==> config.mk <==
export PLATFORM = sky130hd
export DESIGN_NAME = wb2axip_pktfifo
export DESIGN_NICKNAME = d
export VERILOG_FILES = /design/src/rtl/wb2axip_pktfifo_pkg.sv /design/src/rtl/wb2axip_pktfifo_mem.sv /design/src/rtl/wb2axip_pktfifo.sv
export SDC_FILE = /design/constraint.sdc
export NUM_CORES = 1
export LEC_CHECK = 0
export ABC_CLOCK_PERIOD_IN_PS = 4900
export CORE_AREA = 4 4 116 118
export DETAILED_ROUTE_END_ITERATION = 8
export DIE_AREA = 0 0 120 122
export PLACE_DENSITY = 0.78
export SYNTH_ARGS = -nofsm -noshare
export SYNTH_HDL_FRONTEND = slang
export SYNTH_SLANG_ARGS = --single-unit
==> constraint.sdc <==
create_clock -name i_clk -period 4.9 [get_ports i_clk]
set_clock_uncertainty 0.05 [all_clocks]
set_input_delay 0.98 -clock i_clk [delete_from_list [all_inputs] [get_ports i_clk]]
set_output_delay 0.98 -clock i_clk [all_outputs]
set_load 0.1 [all_outputs]
==> src/rtl/wb2axip_pktfifo_pkg.sv <==
// Shared helpers for the packet FIFO: pointer distance and memory word layout.
package wb2axip_pktfifo_pkg;

  // The last-of-packet flag sits directly above the data field.
  localparam int unsigned LAST_OFS = 0;

  function automatic int unsigned last_bit(input int unsigned bw);
    return bw + LAST_OFS;
  endfunction

  function automatic logic [31:0] ptr_dist(input logic [31:0] a, input logic [31:0] b);
    return a - b;
  endfunction

endpackage

==> src/rtl/wb2axip_pktfifo_mem.sv <==
// Simple dual-port RAM backing the packet FIFO: synchronous write, asynchronous read.
module wb2axip_pktfifo_mem #(
  parameter int AW = 4,
  parameter int DW = 9
) (
  input  logic          clk,
  input  logic          we,
  input  logic [AW-1:0] waddr,
  input  logic [DW-1:0] wdata,
  input  logic [AW-1:0] raddr,
  output logic [DW-1:0] rdata
);

  logic [DW-1:0] mem [2**AW];

  always_ff @(posedge clk)
    if (we) mem[waddr] <= wdata;

  assign rdata = mem[raddr];

endmodule

==> src/rtl/wb2axip_pktfifo.sv <==
// Packet FIFO with commit/abort framing; words become readable only once their packet commits.
// Optional drop mode via WB2AXIP_PKTFIFO_DROP_ON_FULL_EN discards overflowing packets instead of back-pressuring.
module wb2axip_pktfifo
  import wb2axip_pktfifo_pkg::*;
#(
  parameter int BW     = 8,
  parameter int LGFLEN = 4
) (
  input  logic            i_clk,
  input  logic            i_reset,
  input  logic            i_wr,
  input  logic [BW-1:0]   i_data,
  input  logic            i_last,
  input  logic            i_abort,
  input  logic [LGFLEN:0] i_afull_thresh,
  output logic            o_full,
  output logic            o_afull,
  output logic            o_drop,
  input  logic            i_rd,
  output logic [BW-1:0]   o_data,
  output logic            o_last,
  output logic            o_empty,
  output logic [LGFLEN:0] o_fill,
  output logic [LGFLEN:0] o_pkts
);

  localparam int PW = LGFLEN + 1;
  localparam int WW = BW + 1;
  localparam logic [PW-1:0] FLEN = {1'b1, {LGFLEN{1'b0}}};

  logic [PW-1:0] wr_addr, cm_addr, rd_addr, pkts;
  logic [PW-1:0] used;
  logic [WW-1:0] rd_word;
  logic          full_int, w_wr, w_rd, drop_now, commit, pop_last;

  assign used     = PW'(ptr_dist(32'(wr_addr), 32'(rd_addr)));
  assign full_int = (used == FLEN);
  assign o_empty  = (cm_addr == rd_addr);
  assign o_fill   = PW'(ptr_dist(32'(cm_addr), 32'(rd_addr)));
  assign o_afull  = (used >= i_afull_thresh);
  assign o_pkts   = pkts;

  assign w_rd     = i_rd && !o_empty;
  assign commit   = w_wr && i_last;
  assign pop_last = w_rd && rd_word[last_bit(BW)];

`ifdef WB2AXIP_PKTFIFO_DROP_ON_FULL_EN
  // Once a word overflows, the rest of that packet is swallowed until its last word rolls it back.
  logic ovf, drop_q;

  assign w_wr     = i_wr && !i_abort && !full_int && !ovf;
  assign drop_now = i_wr && !i_abort && i_last && (ovf || full_int);

  always_ff @(posedge i_clk or posedge i_reset) begin
    if (i_reset) begin
      ovf    <= 1'b0;
      drop_q <= 1'b0;
    end else begin
      drop_q <= drop_now;
      if (i_abort || drop_now)
        ovf <= 1'b0;
      else if (i_wr && full_int)
        ovf <= 1'b1;
    end
  end

  assign o_full = 1'b0;
  assign o_drop = drop_q;
`else
  assign w_wr     = i_wr && !i_abort && !full_int;
  assign drop_now = 1'b0;
  assign o_full   = full_int;
  assign o_drop   = 1'b0;
`endif

  always_ff @(posedge i_clk or posedge i_reset) begin
    if (i_reset) begin
      wr_addr <= '0;
      cm_addr <= '0;
      rd_addr <= '0;
      pkts    <= '0;
    end else begin
      if (i_abort || drop_now)
        wr_addr <= cm_addr;
      else if (w_wr)
        wr_addr <= wr_addr + PW'(1);
      if (commit)
        cm_addr <= wr_addr + PW'(1);
      if (w_rd)
        rd_addr <= rd_addr + PW'(1);
      case ({commit, pop_last})
        2'b10:   pkts <= pkts + PW'(1);
        2'b01:   pkts <= pkts - PW'(1);
        default: pkts <= pkts;
      endcase
    end
  end

  wb2axip_pktfifo_mem #(.AW(LGFLEN), .DW(WW)) u_mem (
    .clk   (i_clk),
    .we    (w_wr),
    .waddr (wr_addr[LGFLEN-1:0]),
    .wdata ({i_last, i_data}),
    .raddr (rd_addr[LGFLEN-1:0]),
    .rdata (rd_word)
  );

  assign o_data = rd_word[BW-1:0];
  assign o_last = rd_word[last_bit(BW)];

endmodule

==> flow_summary.yaml, run 1 <==
run_status:
  status: "finished clean"
hold_path:
  holdPathStages: 1
  min_to: "o_pkts[4]"
  hp-start: "o_pkts[4]"
  hold_class: "reg2reg"
clocking:
  post_cts_resized: 0
  cts_setup_buffers: 0
  htreeDepth: 4
  cts_tree: "done"
  cts_made_buffers: 17
  clock_path_buffers: 2
  root_buffer: "clkbuf_16"
  clock_latency_ps: 430
  hold_buffers: 0
  clkSlewWorstSetupHoldPaths_ps: 60
  cts_sinks: 164
cells_and_area:
  area_growth_pct: 15.7
  final_core_util_pct: 67.2
  fin_nets: 521
  drive_gt1_share_pct: 22.0
  antenna_cells: 0
sta:
  max_slew_margin_pct: 34.9
  setup_tns_ps: 0
  tightest_slew_ps: 973
  min_period_ps: 4170
  grt_setup_unrepaired: "no"
  setup_viol: 0
  drv_slew: 0
  clock.fmax_mhz: 240
  period_share_pct: 85.2
  hold_violations: 0
  fin_ws_ps: 726
routing:
  ant_nets: 0
  first_iter_violations: 448
  drt-pass1-iter-count: 5
  viasPerCell: 5.95
  vias: 3939
  wl_um: 14300
  wire_per_inst_um: 21.6
  drc: 0
place:
  dp_hpwl_um: 8920
  numPortBuffers: 40
  gp_congestion: 0.840
  pre_cts_ws_ps: 920
yosys:
  syn_area_per_cell_um2: 16.7
  netlist_area_mm2: 0.00724
  postSynthCellCount: 433
  synth_adder_area_share_pct: 4.63
  ys_types: 47
  synth_xor_area_share_pct: 2.40
  syn_nets: 477
  ys_seq_area_share_pct: 66.7
  synth_simple_gate_area_share_pct: 6.95
  synth_enable_flop_cells: 144
  synth_top_family_by_area: "multiplexers"
  synth_compound_area_share_pct: 4.50
  async_reset_ff_share_pct: 12.2
  synth_mux_area_share_pct: 12.1
  synth-main-ff-cell: "edfxtp_1"
  yosysWarnings: 0
  synth-seq-cells: 164
global_routing:
  grt_pass1_vias: 3921
  antenna_found_initial: 0
  grt_util_all_layers_pct: 20.9
  grt_max_degree: 41
  overflow: 0
  grt_pass1_wl_um: 22500
worst_setup_path:
  cp_data_required_time_ps: 3870
  regToRegStartpoint: "wr_addr[0]"
  crit_type: "reg2out"
  r2r_cells: 17
  critPathMaxFanout: 7
  startpoint_type: "flop"
  rrSetupSlack_ps: 900
  r2r_end: "o_pkts[4]"
  end_kind: "output port"
  crit_arrival_ps: 3140
floorplanning:
  boundaryPins: 42
  coreArea_mm2: 0.0125
  initial_core_util_pct: 58.0
  fp.dieH_um: 122
  rows: 41
  die_width_um: 120
  die_area_mm2: 0.0146
run:
  cap_violations: 0
state kept, by name (all words and copies together) (netlist names):
name / flops
u_mem.mem: 144
cm_addr: 5
o_pkts: 5
rd_addr: 5
wr_addr: 5
final cells by class:
type / instances / area, um2
Inverter: 23 / 86.3
Tap cell: 172 / 215
Clock buffer: 18 / 429
Multi-Input combinational cell: 226 / 2220
Fill cell: 828 / 4090
Timing Repair Buffer: 45 / 435
Sequential cell: 164 / 4830
Clock inverter: 14 / 161
routing by layer:
metal  GRT usage (%)  part of all wire [%]
met1            29.3                    44
met2            32.2                    48
met3            5.39                   6.2
met4            7.30                   1.5
met5               0                     0
cell usage after synthesis, types with 2 or more instances:
library cell  instances  area (um2)
a21o_1                9        67.6
a21oi_1               7        35.0
a21oi_4               2        32.5
a31oi_1               9        56.3
and3_1                9        56.3
and3_2                4        30.0
and4_1                6        52.6
and4_2                5        50.1
buf_1                 2        7.51
buf_4                 4        30.0
buf_6                 2        22.5
clkbuf_1             11        41.3
dfrtp_1              20         500
edfxtp_1            144        4320
fa_1                  3        60.1
ha_1                 22         275
inv_1                21        78.8
mux2_2                5        56.3
mux4_2               36         811
nand2_1              45         169
nand2b_1              3        18.8
nand3_1               2        10.0
nand3b_1              2        15.0
nand4_1               3        18.8
nor2_1                4        15.0
nor2b_1               2        12.5
nor3_1                3        15.0
nor3b_1               2        15.0
o211ai_1              3        22.5
o21ai_0               7        35.0
o311ai_0              4        35.0
xnor2_1              10        87.6
xor2_1                8        70.1
worst max-delay path: stages, from the launching register on:
cell	delay [ps]
dfrtp_1	470
inv_1	190
ha_1	200
inv_1	60
fa_1	410
a21o_1	190
a21oi_2	180
xor2_2	260
inv_2	130
ha_1	280
a21o_1	190
buf_12	170
stage by stage:
stage	std cells	area [um2]	hold slack [ps]
final	662	8370	428
after global routing	662	8370	437
after CTS	662	8370	432
after detailed placement	630	7780	417
after global placement	630	7780	418
after floorplan	433	7240	440
worst max-delay path by stage:
stage | from | to | cells past startpoint
floorplan | rd_addr[1] | o_pkts[4] | 16
global placement | i_abort | o_pkts[4] | 12
detailed placement | i_abort | o_pkts[4] | 12
CTS | wr_addr[0] | o_afull | 11
global route | wr_addr[0] | o_afull | 11
finish | wr_addr[0] | o_afull | 11
layout by cell type (no fill, tap or decap), drive strengths merged, types with 10 or more instances in the layout:
master           n
edfxtp         144
nand2           45
mux4            36
inv             30
clkdlybuf4s50   24
ha              22
buf             21
dfrtp           20
clkbuf          18
and3            13
and4            11
xnor2           10
a21oi           10
kinds of logic after synthesis:
kind of cell    after synthesis
other cells                   1
mux                          42
compound gates               46
flops                       164
fa+ha+maj                    25
xor+xnor                     19
simple gates                 93
buf+inv                      43
Power of run 1 is left out: the tool's default activity adds up to more than one toggle a clock period on the data nets, which glitch-free logic cannot reach.
==> run 2, diff against run 1 <==
--- a/config.mk
+++ b/config.mk
@@ -9,7 +9,8 @@
 export CORE_AREA = 4 4 116 118
 export DETAILED_ROUTE_END_ITERATION = 8
 export DIE_AREA = 0 0 120 122
-export PLACE_DENSITY = 0.78
+export DONT_BUFFER_PORTS = 1
+export PLACE_DENSITY = 0.74
 export SYNTH_ARGS = -nofsm -noshare
 export SYNTH_HDL_FRONTEND = slang
 export SYNTH_SLANG_ARGS = --single-unit
==> run 2 against run 1 <==
Effect of this change:
- via count is 3.0% lower
- global-route usage is 0.36 points higher
- sequential cell count stayed put
- critical path type unchanged
==> flow_summary.yaml, run 2 (same netlist as run 1, synthesis figures left out) <==
worst_setup_path:
  critPathMaxFanout: 12
  r2r_cells: 14
  r2r_end: "o_pkts[4]"
  cp_data_required_time_ps: 3870
  regToRegStartpoint: "rd_addr[3]"
  crit_start: "rd_addr[3]"
  crit_type: "reg2out"
  crit_arrival_ps: 3210
  end_kind: "output port"
  rrSetupSlack_ps: 770
  startpoint_type: "flop"
cells_and_area:
  fin_nets: 496
  drive_gt1_share_pct: 25.8
  mostFrequentLayoutCells: "144 x edfxtp_1, 45 x nand2_1, 36 x mux4_2, 22 x ha_1, 21 x inv_1"
  largest_reg_flops: 144
  top_register: "u_mem.mem"
  fillers: 805
  area_growth_pct: 13.3
  antenna_cells: 0
  final_common_cell: "edfxtp_1"
routing:
  first_iter_violations: 415
  wl_um: 14600
  vias: 3822
  drc: 0
  viasPerCell: 6.00
  ant_nets: 0
  drt-pass1-iter-count: 5
  wire_per_inst_um: 23.0
global_routing:
  antenna_found_initial: 0
  grt_pass1_vias: 3883
  overflow: 0
  grt_util_all_layers_pct: 21.2
  grt_pass1_wl_um: 22600
  grt_max_degree: 31
clocking:
  cts_made_buffers: 17
  cts_tree: "done"
  clock_path_buffers: 2
  cts_sinks: 164
  hold_buffers: 0
  cts_setup_buffers: 0
  clock_latency_ps: 420
  root_buffer: "clkbuf_16"
  clkSlewWorstSetupHoldPaths_ps: 70
  htreeDepth: 4
  post_cts_resized: 0
place:
  gp_congestion: 0.844
  dp_hpwl_um: 9500
  pre_cts_ws_ps: 802
  numPortBuffers: 0
hold_path:
  holdPathStages: 2
  hold_class: "reg2reg"
  min_to: "wr_addr[3]"
  hp-start: "cm_addr[3]"
sta:
  clock.fmax_mhz: 236
  tightest_slew_ps: 1030
  grt_setup_unrepaired: "no"
  setup_tns_ps: 0
  hold_violations: 0
  period_share_pct: 86.4
  max_slew_margin_pct: 31.2
  setup_viol: 0
  drv_slew: 0
  min_period_ps: 4240
  fin_ws_ps: 665
floorplanning:
  die_width_um: 120
  boundaryPins: 42
  initial_core_util_pct: 58.0
  coreArea_mm2: 0.0125
  fp.dieH_um: 122
  die_area_mm2: 0.0146
  rows: 41
run:
  cap_violations: 0
run_status:
  status: "finished clean"
==> run 2: cell types whose count changed in the layout (fill, tap and decap cells not counted), moves of 2 or more <==
| cell | before | now |
|---|---|---|
| a31oi_2 | 0 | 9 |
| xnor2_2 | 0 | 2 |
| a31oi_1 | 9 | 0 |
| xnor2_1 | 10 | 8 |
| clkdlybuf4s50_1 | 24 | 0 |
| inv_8 | 5 | 3 |
==> run 2: worst max path at each step <==
stage | cells after the start | to
after global routing | 8 | o_afull
final | 8 | o_afull
after detailed placement | 14 | o_pkts[4]
after floorplan | 16 | o_pkts[4]
after CTS | 8 | o_afull
after global placement | 14 | o_pkts[4]
==> run 2: area by class of cell <==
| cell class | instances | area (um2) | area share [%] |
|---|---|---|---|
| multi-input combinational | 226 | 2300 | 28.1 |
| tap | 172 | 215 | 2.63 |
| sequential | 164 | 4830 | 58.9 |
| timing repair buffer | 20 | 175 | 2.14 |
| inverter | 23 | 86.3 | 1.05 |
| clock buffer | 18 | 429 | 5.24 |
| clock inverter | 14 | 166 | 2.03 |
==> run 2: critical path, stage by stage (launching register included) <==
cell,delay [ps]
dfrtp_1,750
inv_1,380
ha_1,430
a21boi_0,300
nor2_1,100
ha_1,280
a21o_1,160
a21o_1,200
buf_12,170
==> run 2: per-stage QoR <==
| stage | util, % | hold WS [ps] | std cells | area [um2] |
|---|---|---|---|---|
| 6_report | 65.8 | 498 | 637 | 8200 |
| 5_1_grt | 65.8 | 537 | 637 | 8200 |
| 3_3_place_gp | 61.0 | 471 | 605 | 7600 |
| 3_5_place_dp | 61.0 | 489 | 605 | 7600 |
| 4_1_cts | 65.8 | 496 | 637 | 8200 |
| 2_1_floorplan | - | 440 | 433 | 7240 |
==> run 2: metal layers <==
metal,GRT usage (%),vias to the layer above,routed length (um)
li1,-,1716,-
met1,28.6,1976,6020
met2,34.5,114,7580
met3,5.11,16,791
met4,7.30,0,258
met5,0,-,0
Power of run 2 is left out for the same reason.
